### config.mk
export PLATFORM = sky130hd
export DESIGN_NAME = capture_ctrl
export DESIGN_NICKNAME = d
export VERILOG_FILES = /design/src/rtl/capture_pkg.sv /design/src/rtl/capture_ctrl_sample_tick.sv /design/src/rtl/capture_ctrl.sv
export SDC_FILE = /design/constraint.sdc
export NUM_CORES = 1
export LEC_CHECK = 0
export CELL_PAD_IN_SITES_DETAIL_PLACEMENT = 0
export CELL_PAD_IN_SITES_GLOBAL_PLACEMENT = 1
export CORE_MARGIN = 2
export CORE_UTILIZATION = 45
export DETAILED_ROUTE_END_ITERATION = 16
export PLACE_DENSITY_LB_ADDON = 0.1
export SLEW_MARGIN = 20
export SYNTH_ARGS = -nofsm -noshare
export SYNTH_HDL_FRONTEND = slang
export SYNTH_HIERARCHICAL = 1
export SYNTH_SLANG_ARGS = --single-unit
### constraint.sdc
create_clock -name clk -period 6.7 [get_ports clk]
set_input_delay 1.005 -clock clk [delete_from_list [all_inputs] [get_ports clk]]
set_output_delay 1.005 -clock clk [all_outputs]
set_load 0.02 [all_outputs]
### src/rtl/capture_pkg.sv
// capture_pkg: shared state encoding and default widths for the capture sequencer.
package capture_pkg;
  typedef enum logic [2:0] {IDLE, FILL, ARMED, POST, DONE} capture_state_t;
  localparam int CAP_ADDR_W = 9;
  localparam int DEC_W = 4;
endpackage

### src/rtl/capture_ctrl_sample_tick.sv
// sample_tick: decimation counter producing one sample tick every 2^dec clocks.
module sample_tick
  import capture_pkg::*;
(
  input  logic             clk,
  input  logic             rst,
  input  logic             clr,
  input  logic [DEC_W-1:0] dec,
  output logic             tick
);
  logic [14:0] cnt_q;
  logic [14:0] mask;
  assign mask = ~(15'h7fff << dec);
  assign tick = cnt_q == mask;
  always_ff @(posedge clk) begin
    if (rst || clr) cnt_q <= '0;
    else cnt_q <= tick ? '0 : cnt_q + 15'd1;
  end
endmodule

### src/rtl/capture_ctrl.sv
// capture_ctrl: pre-fill / armed / post-count sequencer for a circular sample buffer,
// holding the finished capture until readout is acknowledged.
module capture_ctrl
  import capture_pkg::*;
#(
  parameter int ADDR_W = CAP_ADDR_W
) (
  input  logic              clk,
  input  logic              rst,
  input  logic              capture_start,
  input  logic              capture_done_clr,
  input  logic [ADDR_W-1:0] trig_pos,
  input  logic [DEC_W-1:0]  decimator,
  input  logic              trigger,
  output logic              armed,
  output logic              set_capture_done,
  output logic              capture_done,
  output logic              we,
  output logic [ADDR_W-1:0] waddr,
  output logic [ADDR_W-1:0] trig_addr,
  output logic [ADDR_W-1:0] start_addr
);
  localparam int DEPTH = 2 ** ADDR_W;
  capture_state_t    state_q, state_d;
  logic [ADDR_W-1:0] tp_q, tp_d;
  logic [DEC_W-1:0]  dec_q, dec_d;
  logic [ADDR_W:0]   pre_q, pre_d;
  logic [ADDR_W-1:0] post_q, post_d;
  logic [ADDR_W-1:0] waddr_q, waddr_d;
  logic [ADDR_W-1:0] trig_addr_q, trig_addr_d;
  logic [ADDR_W-1:0] start_addr_q, start_addr_d;
  logic              start, tick, post_full;
  assign start = state_q == IDLE && capture_start;
  sample_tick u_tick (
    .clk  (clk),
    .rst  (rst),
    .clr  (start),
    .dec  (dec_q),
    .tick (tick)
  );
  assign post_full        = post_q == tp_q;
  assign we               = tick && (state_q == FILL || state_q == ARMED || (state_q == POST && !post_full));
  assign armed            = state_q == ARMED;
  assign capture_done     = state_q == DONE;
  assign set_capture_done = state_q == POST && post_full;
  assign waddr            = waddr_q;
  assign trig_addr        = trig_addr_q;
  assign start_addr       = start_addr_q;
  always_comb begin
    state_d      = state_q;
    tp_d         = tp_q;
    dec_d        = dec_q;
    waddr_d      = waddr_q + ADDR_W'(we);
    pre_d        = pre_q + (ADDR_W+1)'(state_q == FILL && we);
    post_d       = post_q + ADDR_W'(state_q == POST && we);
    trig_addr_d  = trig_addr_q;
    start_addr_d = start_addr_q;
    case (state_q)
      IDLE: if (capture_start) begin
        state_d = FILL;
        tp_d    = trig_pos;
        dec_d   = decimator;
        pre_d   = '0;
        post_d  = '0;
      end
      // compare the post-write count so ARMED follows the final pre-fill write directly
      FILL:  if (pre_d == (ADDR_W+1)'(DEPTH) - {1'b0, tp_q}) state_d = ARMED;
      ARMED: if (trigger) begin
        state_d     = POST;
        trig_addr_d = waddr_d;
      end
      POST: if (post_full) begin
        state_d      = DONE;
        start_addr_d = waddr_q;
      end
      DONE:    if (capture_done_clr) state_d = IDLE;
      default: state_d = IDLE;
    endcase
  end
  always_ff @(posedge clk) begin
    if (rst) begin
      state_q      <= IDLE;
      tp_q         <= '0;
      dec_q        <= '0;
      pre_q        <= '0;
      post_q       <= '0;
      waddr_q      <= '0;
      trig_addr_q  <= '0;
      start_addr_q <= '0;
    end else begin
      state_q      <= state_d;
      tp_q         <= tp_d;
      dec_q        <= dec_d;
      pre_q        <= pre_d;
      post_q       <= post_d;
      waddr_q      <= waddr_d;
      trig_addr_q  <= trig_addr_d;
      start_addr_q <= start_addr_d;
    end
  end
endmodule

==> results by stage, run 1 <==
Run status:
- The flow ran to the end, and the final reports show no timing, DRC or antenna violations.

Global route:
- The number of global-route vias before repair was between 3000 and 4000.
- The first global-routing pass estimated between 15000 and 20000 µm of wire.
- The total overflow left after global routing is 0.
- The number of antenna violations at the first check in global routing is 0.
- The global router's overall resource usage is around 20%.
- The largest net degree at the start of global routing is 55.

Synthesis:
- The number of distinct standard cells referenced by the synthesized netlist is between 50 and 60.
- The number of instances in the synthesized netlist is roughly 460.
- The number of enable-type register cells in the synthesized netlist is 0.
- Summing the areas of all compound-gate instances in the mapped netlist gives about 13% of the synthesized area.
- The share of flip-flops with an asynchronous set or reset after synthesis is 0%.
- In this run the cell area of the synthesized design comes to approximately 4000 µm².
- For this run, the register share of the synthesized area comes to about two fifths.
- The top cell type by area accounts for 39.3% of the synthesized area.
- The most common flop cell mapped by yosys is sky130_fd_sc_hd__dfxtp_1.
- The combinational family with the most area after synthesis is simple AND/OR/NAND/NOR gates.
- The synthesized design contains between 70 and 80 register bits.
- Of the total synthesized cell area, the portion taken by full adders, half adders and majority gates is ~2.6%.
- The net count after synthesis is about 480.
- The total of warnings raised by yosys is 6.
- Summing the areas of all xor and xnor instances in the mapped netlist gives 13.1% of the synthesized area.
- Among all cell types in the netlist, the one instantiated most often is sky130_fd_sc_hd__dfxtp_1.
- Of the total synthesized cell area, the portion taken by AND, OR, NAND and NOR gates is 25.4%.
- A synthesized cell averages between 8 and 9 µm².
- By area the synthesized netlist is led by sky130_fd_sc_hd__dfxtp_1 39%, sky130_fd_sc_hd__xnor2_1 6.7%, sky130_fd_sc_hd__xor2_1 5.1%.
- The portion of synthesized area spent on multiplexers is 2.81%.
- By count the netlist is led by 77 x sky130_fd_sc_hd__dfxtp_1, 53 x sky130_fd_sc_hd__nand2_1, 53 x sky130_fd_sc_hd__nor2_1.
- Of all cell types, the one taking the most synthesized area is sky130_fd_sc_hd__dfxtp_1.

Critical path:
- The delay of the slowest cell on the worst path is around 0.72 ns.
- The critical path goes through or4_1 > o22ai_1 > a21oi_1 > nor4_4 > buf_4 > and2_1 > nor4b_1 > clkdlybuf4s50_1.
- STA puts the critical path data required time at 5.69 ns.
- The critical path ends at we.
- The maximum net fanout on the critical path is 16.
- The critical path in this run is classified as register to output port.
- The number of buffer and inverter instances along the worst setup path is 2.
- In this run the critical register-to-register path is launched from dec_q[1]$_SDFFE_PP0P_.
- The highest-delay cell along the critical path is sky130_fd_sc_hd__clkdlybuf4s50_1.
- The most critical setup path has its startpoint at dec_q[1]$_SDFFE_PP0P_.
- The critical path runs through a total of 8 cells.
- STA classifies the critical path endpoint as an output port.
- The reg-to-reg setup timing slack is 2.42 ns.
- The endpoint of the lowest-slack register-to-register path is state_q[1]$_SDFFE_PP0P_.
- The worst-case reg-to-reg path depth is 14.
- For the worst setup path, the data arrival time is about 3.6 ns.
- The critical path's top delay family is simple AND/OR/NAND/NOR gates.
- STA classifies the critical path startpoint as a register.

Clock tree:
- The count of buffers added by post-CTS timing repair for setup is 0.
- Post-CTS repair changed the size of 0 cells.
- The total of hold buffers inserted after clock tree synthesis is 0.
- The cell sitting at the root of the clock tree is a sky130_fd_sc_hd__clkbuf_8.
- TritonCTS built the clock tree.
- The clock tree buffer depth is 2.
- The H-tree level count is 3.
- The later pin in the worst-skew pair is clocked with a latency of 0.34 ns.
- The clock-pin slew on the worst setup and hold paths is 0.08 ns.
- CTS saw between 70 and 80 sinks.
- Buffers inserted during clock tree synthesis total 9.

Power and ir drop:
- Dividing total power by cell area gives a power density of about 210 nW/µm².
- For this design the static power due to leakage is 1.64 nW.
- The highest ir drop seen on vdd is roughly 0.13 mV.

Placement:
- The count of placed standard cells including taps is slightly below 600.
- The port buffer count is 48.
- The final weighted congestion of routability-driven global placement is approximately 0.8.
- The final HPWL from detailed placement is 6340 µm.

STA:
- The relative slew slack is 59.3%.
- The actual transition at the worst max-transition pin is 0.611 ns.
- The total count of hold-check failures in the final report came to 0.
- The count of pins over their slew limit came to 0.
- Setup repair after global routing left no endpoint under its margin.
- The final setup violation count is 0.
- Static timing analysis puts the maximum clock frequency at 220 MHz.
- After routing, the total negative slack on setup checks comes to 0 ns.
- After layout, the worst path uses about 68% of the clock period.
- For the finished layout, the period the worst path requires is 4.55 ns.
- For the final database, setup skew stands at around 0.011 ns.

Drt:
- In the routed layout, each cell is associated on average with a via count of 5.37.
- Before antenna repair, the detailed router went through 4 iterations.
- The overall via count from detail_route is ~3300.
- The post-detailed-routing wire length is around 9000 µm.
- After the first detailed-routing iteration, the DRC count stood at around 110.
- The total DRC errors in the routed layout is 0.
- The average detailed-routed wire length per instance is between 10 and 15 µm.
- The count of nets left with antenna violations once routing finished came out at 0.

Floorplan:
- The number of top-level pins is around 50.
- The die width is around 100 µm.
- The height of the chip is a little under 100 µm.
- The die covers ~9500 µm².
- Row generation in the floorplan step produced 34 rows.
- Once the floorplan was initialized, standard cells occupied between 40% and 50% of the core.
- The core region area is approximately 8600 µm².

Final layout:
- The proportion of layout cells with a drive suffix above 1 is under 10%.
- At the end of the flow the core is filled with cells to a little over half.
- The area growth from synthesis to layout is 17.9%.
- The net count reported at finish is about 520.
- The number of standard cells in the final layout excluding fillers is 609.
- The number of diodes is 0.

Run:
- The number of max-cap violations is 0.

Worst hold path:
- The class of the tightest hold or removal check is register to register.
## layout by cell type, fill, tap and decap left out, types with 8 or more instances in the layout
cell,n
sky130_fd_sc_hd__dfxtp_1,77
sky130_fd_sc_hd__nor2_1,53
sky130_fd_sc_hd__nand2_1,53
sky130_fd_sc_hd__clkdlybuf4s50_1,47
sky130_fd_sc_hd__a21oi_1,33
sky130_fd_sc_hd__xnor2_1,30
sky130_fd_sc_hd__xor2_1,23
sky130_fd_sc_hd__nand3_1,17
sky130_fd_sc_hd__mux2i_1,11
sky130_fd_sc_hd__nand4_1,10
sky130_fd_sc_hd__clkbuf_8,10
sky130_fd_sc_hd__inv_1,8
sky130_fd_sc_hd__nor4_1,8
sky130_fd_sc_hd__and2_1,8
sky130_fd_sc_hd__a211oi_1,8
sky130_fd_sc_hd__nor3_1,8
sky130_fd_sc_hd__ha_1,8
## through the flow
stage	setup WS (ns)	total power [mW]	hold WS [ns]	area [µm²]
after global routing	1.83	1.03	0.530	4620
after global placement	2.51	0.676	0.476	4450
after CTS	2.09	0.997	0.502	4620
final	2.15	0.982	0.499	4620
after floorplan	2.78	0.631	0.433	3920
after detailed placement	2.49	0.678	0.486	4450
## per-layer routing
metal	global-route usage, %	part of all wire (%)	vias up
li1	-	-	1681
met1	27.0	51	1532
met2	30.1	44	53
met3	4.53	4.3	6
met4	6.62	0.92	0
met5	0	0	-
## where the power goes
part           switching [mW]  leakage, nW  internal (mW)  total [mW]
Clock                   0.170       0.0815          0.145       0.315
Combinational          0.0958        0.939         0.0805       0.176
Sequential             0.0226        0.622          0.469       0.491
## state kept, by name (all words and copies together) (netlist names)
register	cells
u_tick/cnt_q	15
start_addr	9
pre_q	10
dec_q	4
trig_addr	9
waddr	9
post_q	9
state_q	3
tp_q	9
## worst min-delay path, stage by stage (launching register included)
cell,delay (ns)
sky130_fd_sc_hd__dfxtp_1,0.31
sky130_fd_sc_hd__nor2_1,0.09
sky130_fd_sc_hd__a211oi_1,0.05
## worst min-delay path by stage
stage / from / to / slack [ns] / cells past startpoint
floorplan: dec_q[0]$_SDFFE_PP0P_ / dec_q[0]$_SDFFE_PP0P_ / 0.43 / 2
global placement: start_addr[4]$_SDFFE_PP0P_ / start_addr[4]$_SDFFE_PP0P_ / 0.48 / 2
detailed placement: start_addr[1]$_SDFFE_PP0P_ / start_addr[1]$_SDFFE_PP0P_ / 0.49 / 2
CTS: trig_addr[2]$_SDFFE_PP0P_ / trig_addr[2]$_SDFFE_PP0P_ / 0.50 / 2
global route: start_addr[6]$_SDFFE_PP0P_ / start_addr[6]$_SDFFE_PP0P_ / 0.53 / 2
finish: trig_addr[2]$_SDFFE_PP0P_ / trig_addr[2]$_SDFFE_PP0P_ / 0.50 / 2
## logic make-up after synthesis
kind of cell,Yosys count
buffers and inverters,33
xor gates and xnor gates,55
DFF,77
adders and majority gates,8
muxes,11
AOI/OAI and AO/OA,77
and+or+nand+nor,196
## layout make-up
type	instances	area, µm²
Inverter	8	30.0
Tap cell	108	135
Sequential cell	77	1540
Fill cell	851	3970
Clock buffer	11	141
Clock inverter	5	36.3
Multi-Input combinational cell	347	2230
Timing Repair Buffer	53	513
Note: power is estimated with default switching activity, not from simulation.
==> inputs of run 2 (changes only) <==
--- a/config.mk
+++ b/config.mk
@@ -8,7 +8,7 @@
 export CELL_PAD_IN_SITES_DETAIL_PLACEMENT = 0
 export CELL_PAD_IN_SITES_GLOBAL_PLACEMENT = 1
 export CORE_MARGIN = 2
-export CORE_UTILIZATION = 45
+export CORE_UTILIZATION = 42
 export DETAILED_ROUTE_END_ITERATION = 16
 export PLACE_DENSITY_LB_ADDON = 0.1
 export SLEW_MARGIN = 20
==> constraint.sdc (replaced) <==
create_clock -name clk -period 4.3 [get_ports clk]
set_input_delay 0.645 -clock clk [delete_from_list [all_inputs] [get_ports clk]]
set_output_delay 0.645 -clock clk [all_outputs]
set_load 0.02 [all_outputs]
==> run 2 against run 1 <==
  * Setup slack got worse by 1.8 ns
  * Combinational power increased by 57%
  * Global-route usage decreased by 1.2 points
  * Total power increased by 57%
  * Sequential share of layout area decreased by 0.072 points
  * Largest power group unchanged
  * Count of clock-buffer cells in the layout increased by 1
  * Worst hold slack got worse by 0.0050 ns
==> results by stage, run 2 (synthesis results as in run 1) <==
Run status:
- The run finished with clean final reports.

Drt:
- The total routed wire length on the met1 layer is 4610 µm (+0.37%).
- The total DRC errors in the routed layout is 0 (unchanged).
- The post-detailed-routing wire length was 8970 µm (-0.47%).
- The number of detailed-route iterations in the first pass is 4 (unchanged).
- The detail-routed via count per cell came to 5.34 (-0.55%).
- The overall via count from detail_route is 3270 (-0.061%).
- The number of antenna-violating nets in the routed design was 0 (unchanged).
- The average detailed-routed wire length per instance is 14.7 µm (-0.95%).
- The met2 routed wirelength is 3710 µm (-6.1%).
- The violation count after the first detailed-routing iteration came to 108 (-5.3%).
- The sum of met3 wire segment lengths after detailed routing is 572 µm (+47%).
- The top metal layer carrying routed signals is met4.

Power and ir drop:
- The fraction of power consumed by combinational cells was 17.9% (about the same).
- The internal portion of total power is 1.10 mW (+58%).
- The switching power total is 443 µW (+54%).
- The areal power density over the cells was 332 nW/µm² (+56%).
- The highest ir drop seen on vdd is 0.168 mV (+31%).
- The total leakage power is 1.66 nW (+0.74%).
- The share of power burned in the clock network is 32.4% (+0.4 points).
- The fraction of power spent switching nets is 28.7% (-0.60 points).
- The sequential cell fraction of total power is 49.7% (-0.3 points).

Clock tree:
- The CTS tree is yes.
- The H-tree level count is 3 (unchanged).
- The count of buffers added by post-CTS timing repair for setup is 0 (unchanged).
- The clock tree buffer depth is 2 (unchanged).
- The total of hold buffers inserted after clock tree synthesis is 0 (unchanged).
- The total clock sinks came to 77 (unchanged).
- The total clock buffers created by CTS is 9 (unchanged).
- The number of resized instances in the post-cts repair step was 0 (unchanged).
- The root cell of the clock tree is sky130_fd_sc_hd__clkbuf_8.
- The clock latency at the later pin of the worst-skew pair is 0.34 ns (about the same).
- The clock-pin slew on the worst setup and hold paths came to 0.07 ns (about the same).

STA:
- The total count of hold-check failures in the final report is 0 (unchanged).
- The setup TNS is 0 ns (unchanged).
- The worst clock skew was 0.0139 ns (+0.00295 ns).
- The final setup violation count is 0 (unchanged).
- Setup repair after global routing left no endpoint under its margin.
- The relative slew slack was 51.9% (-7.4 points).
- The count of pins over their slew limit is 0 (unchanged).
- The worst slack on hold paths came to 0.494 ns (-0.00499 ns).
- Dividing the final minimum period by the clock period gives between 90% and 100%.
- Timing would allow up to between 200 and 300 MHz.
- The actual transition at the worst max-transition pin is 0.721 ns (+0.110 ns).
- The final critical path time including I/O delays and setup is ~4 ns.

Floorplan:
- The standard-cell row count came to 35 (+2.9%).
- The core region area came to 9150 µm² (+6.5%).
- The die width is 101 µm (+3.4%).
- The total die area is 10100 µm² (+6.8%).
- The number of top-level pins is 49 (unchanged).
- The initial core utilization is 42.9% (-2.8 points).
- The height of the chip was 101 µm (+3.4%).

Final layout:
- Counting flops per register, the top entry is u_tick/cnt_q.
- The area used by multi-input combinational logic is 2230 µm² (unchanged).
- The flip-flop count of the largest register, all copies and words added is 15 (unchanged).
- The design area came to 4630 µm² (+0.22%).
- The fill cell instance count of the final layout was 878 (+3.2%).
- The net count reported at finish is 523 (+0.19%).
- The proportion of layout cells with a drive suffix above 1 is 6.39% (unchanged).
- The area of all sequential standard cells is 1540 µm² (unchanged).
- The number of diodes is 0 (unchanged).
- The library cell used most frequently in the layout, excluding fill and tap cells, is sky130_fd_sc_hd__dfxtp_1.
- Leaving out fill and tap cells, the most frequent cells in the layout are 77 x sky130_fd_sc_hd__dfxtp_1, 53 x sky130_fd_sc_hd__nor2_1, 53 x sky130_fd_sc_hd__nand2_1, 47 x sky130_fd_sc_hd__clkdlybuf4s50_1, 33 x sky130_fd_sc_hd__a21oi_1.
- The area added between synthesis and finish is 18.1%.
- The final core utilization is 50.6% (-3.2 points).
- The largest registers in the layout are u_tick/cnt_q: 15 flops, pre_q: 10 flops.

Worst hold path:
- The class of the tightest hold or removal check is register to register.
- The startpoint identified for the worst hold timing path is start_addr[6]$_SDFFE_PP0P_.

Global route:
- The number of global-route vias before repair is 3006 (-6.4%).
- The global router's overall resource usage is 18.3% (-1.2 points).
- The number of antenna violations at the first check in global routing is 0 (unchanged).
- The wire length of the first global-routing pass is 14800 µm (-3.2%).
- The overflow left after global routing is 0 (unchanged).
- The largest net degree at the start of global routing came to 39 (-29%).

Critical path:
- The number of buffer and inverter instances along the worst setup path is 0 (-2).
- The highest-delay cell along the critical path is sky130_fd_sc_hd__or4_1.
- The delay of the slowest cell on the worst path is 0.56 ns (-0.16 ns).
- The worst setup path category is register to register.
- Traced cell by cell, the critical path runs through or4_1 > o22ai_1 > a21oi_1 > nor4_4 > and2_1 > nor4bb_1 > ha_1 > nand3_1 > o31a_1 > or4_4 > o211ai_2 > nor4_2 > o311a_1.
- The source of the worst register-to-register timing path is dec_q[1]$_SDFFE_PP0P_.
- The maximum net fanout on the critical path is 16 (unchanged).
- The worst setup path is launched from a register.
- The data arrival time of the critical path is 4.19 ns (+0.64 ns).
- The required time of the worst setup path came to 4.52 ns (-1.17 ns).
- The kind of cell with the highest combined delay along the critical path is simple AND/OR/NAND/NOR gates.
- The critical path starts at dec_q[1]$_SDFFE_PP0P_.
- The sort of element at the end of the critical path is a register.

Placement:
- The final HPWL from detailed placement is 6490 µm (+2.3%).
- The final weighted congestion of routability-driven global placement is 0.835 (+1.2%).
- The port buffer count is 48 (unchanged).
- The placed standard-cell area is 4460 µm² (+0.25%).

Run:
- The number of max-cap violations was 0 (unchanged).
[run 2: changes by cell type in the layout (fill, tap and decap cells not counted)]
| cell | previous run | this run |
|---|---|---|
| sky130_fd_sc_hd__clkinvlp_4 | 3 | 1 |
| sky130_fd_sc_hd__buf_4 | 5 | 6 |
| sky130_fd_sc_hd__clkbuf_8 | 10 | 11 |
[run 2: per-stage QoR]
| stage | power, mW | instances | worst slack (ns) |
|---|---|---|---|
| after floorplan | 0.983 | 457 | 0.383 |
| after global placement | 1.06 | 597 | 0.457 |
| after detailed placement | 1.06 | 597 | 0.314 |
| after CTS | 1.55 | 612 | 0.307 |
| after global routing | 1.62 | 612 | 0.0180 |
| final | 1.54 | 612 | 0.337 |
[run 2: power by group through the flow]
stage | Clock (mW) | Combinational (mW) | Sequential [mW]
after detailed placement | 0 | 0.275 | 0.782
after floorplan | 0 | 0.216 | 0.767
after global placement | 0 | 0.274 | 0.782
after global routing | 0.543 | 0.303 | 0.770
final | 0.498 | 0.276 | 0.766
after CTS | 0.512 | 0.277 | 0.765
[run 2: final timing paths]
| path | endpoint | slack, ns | depth (start not counted) |
|---|---|---|---|
| setup / recovery | state_q[1]$_SDFFE_PP0P_ | 0.34 | 13 |
| hold / removal | start_addr[6]$_SDFFE_PP0P_ | 0.49 | 2 |
| setup reg to reg | state_q[1]$_SDFFE_PP0P_ | 0.34 | 13 |
| hold reg to reg | start_addr[6]$_SDFFE_PP0P_ | 0.49 | 2 |
[run 2: final cells by class]
cell class              instances  area share [%]
flip-flops and latches         77            33.3
clock buffers                  12            3.35
repair buffers                 54            11.2
clock inverters                 3           0.459
well taps                     111            3.00
inverters                       8           0.648
multi-input cells             347            48.1
[run 2: worst min-delay path, cell delays in order (launching register included)]
cell and delay, ns:
sky130_fd_sc_hd__dfxtp_1 0.33, sky130_fd_sc_hd__mux2i_1 0.06, sky130_fd_sc_hd__nor2_1 0.07
[run 2: metal layers]
metal / up-vias / global-route usage (%)
met5: - / 0
met4: 0 / 6.32
met3: 7 / 5.27
met2: 77 / 25.7
met1: 1502 / 26.7
li1: 1684 / -
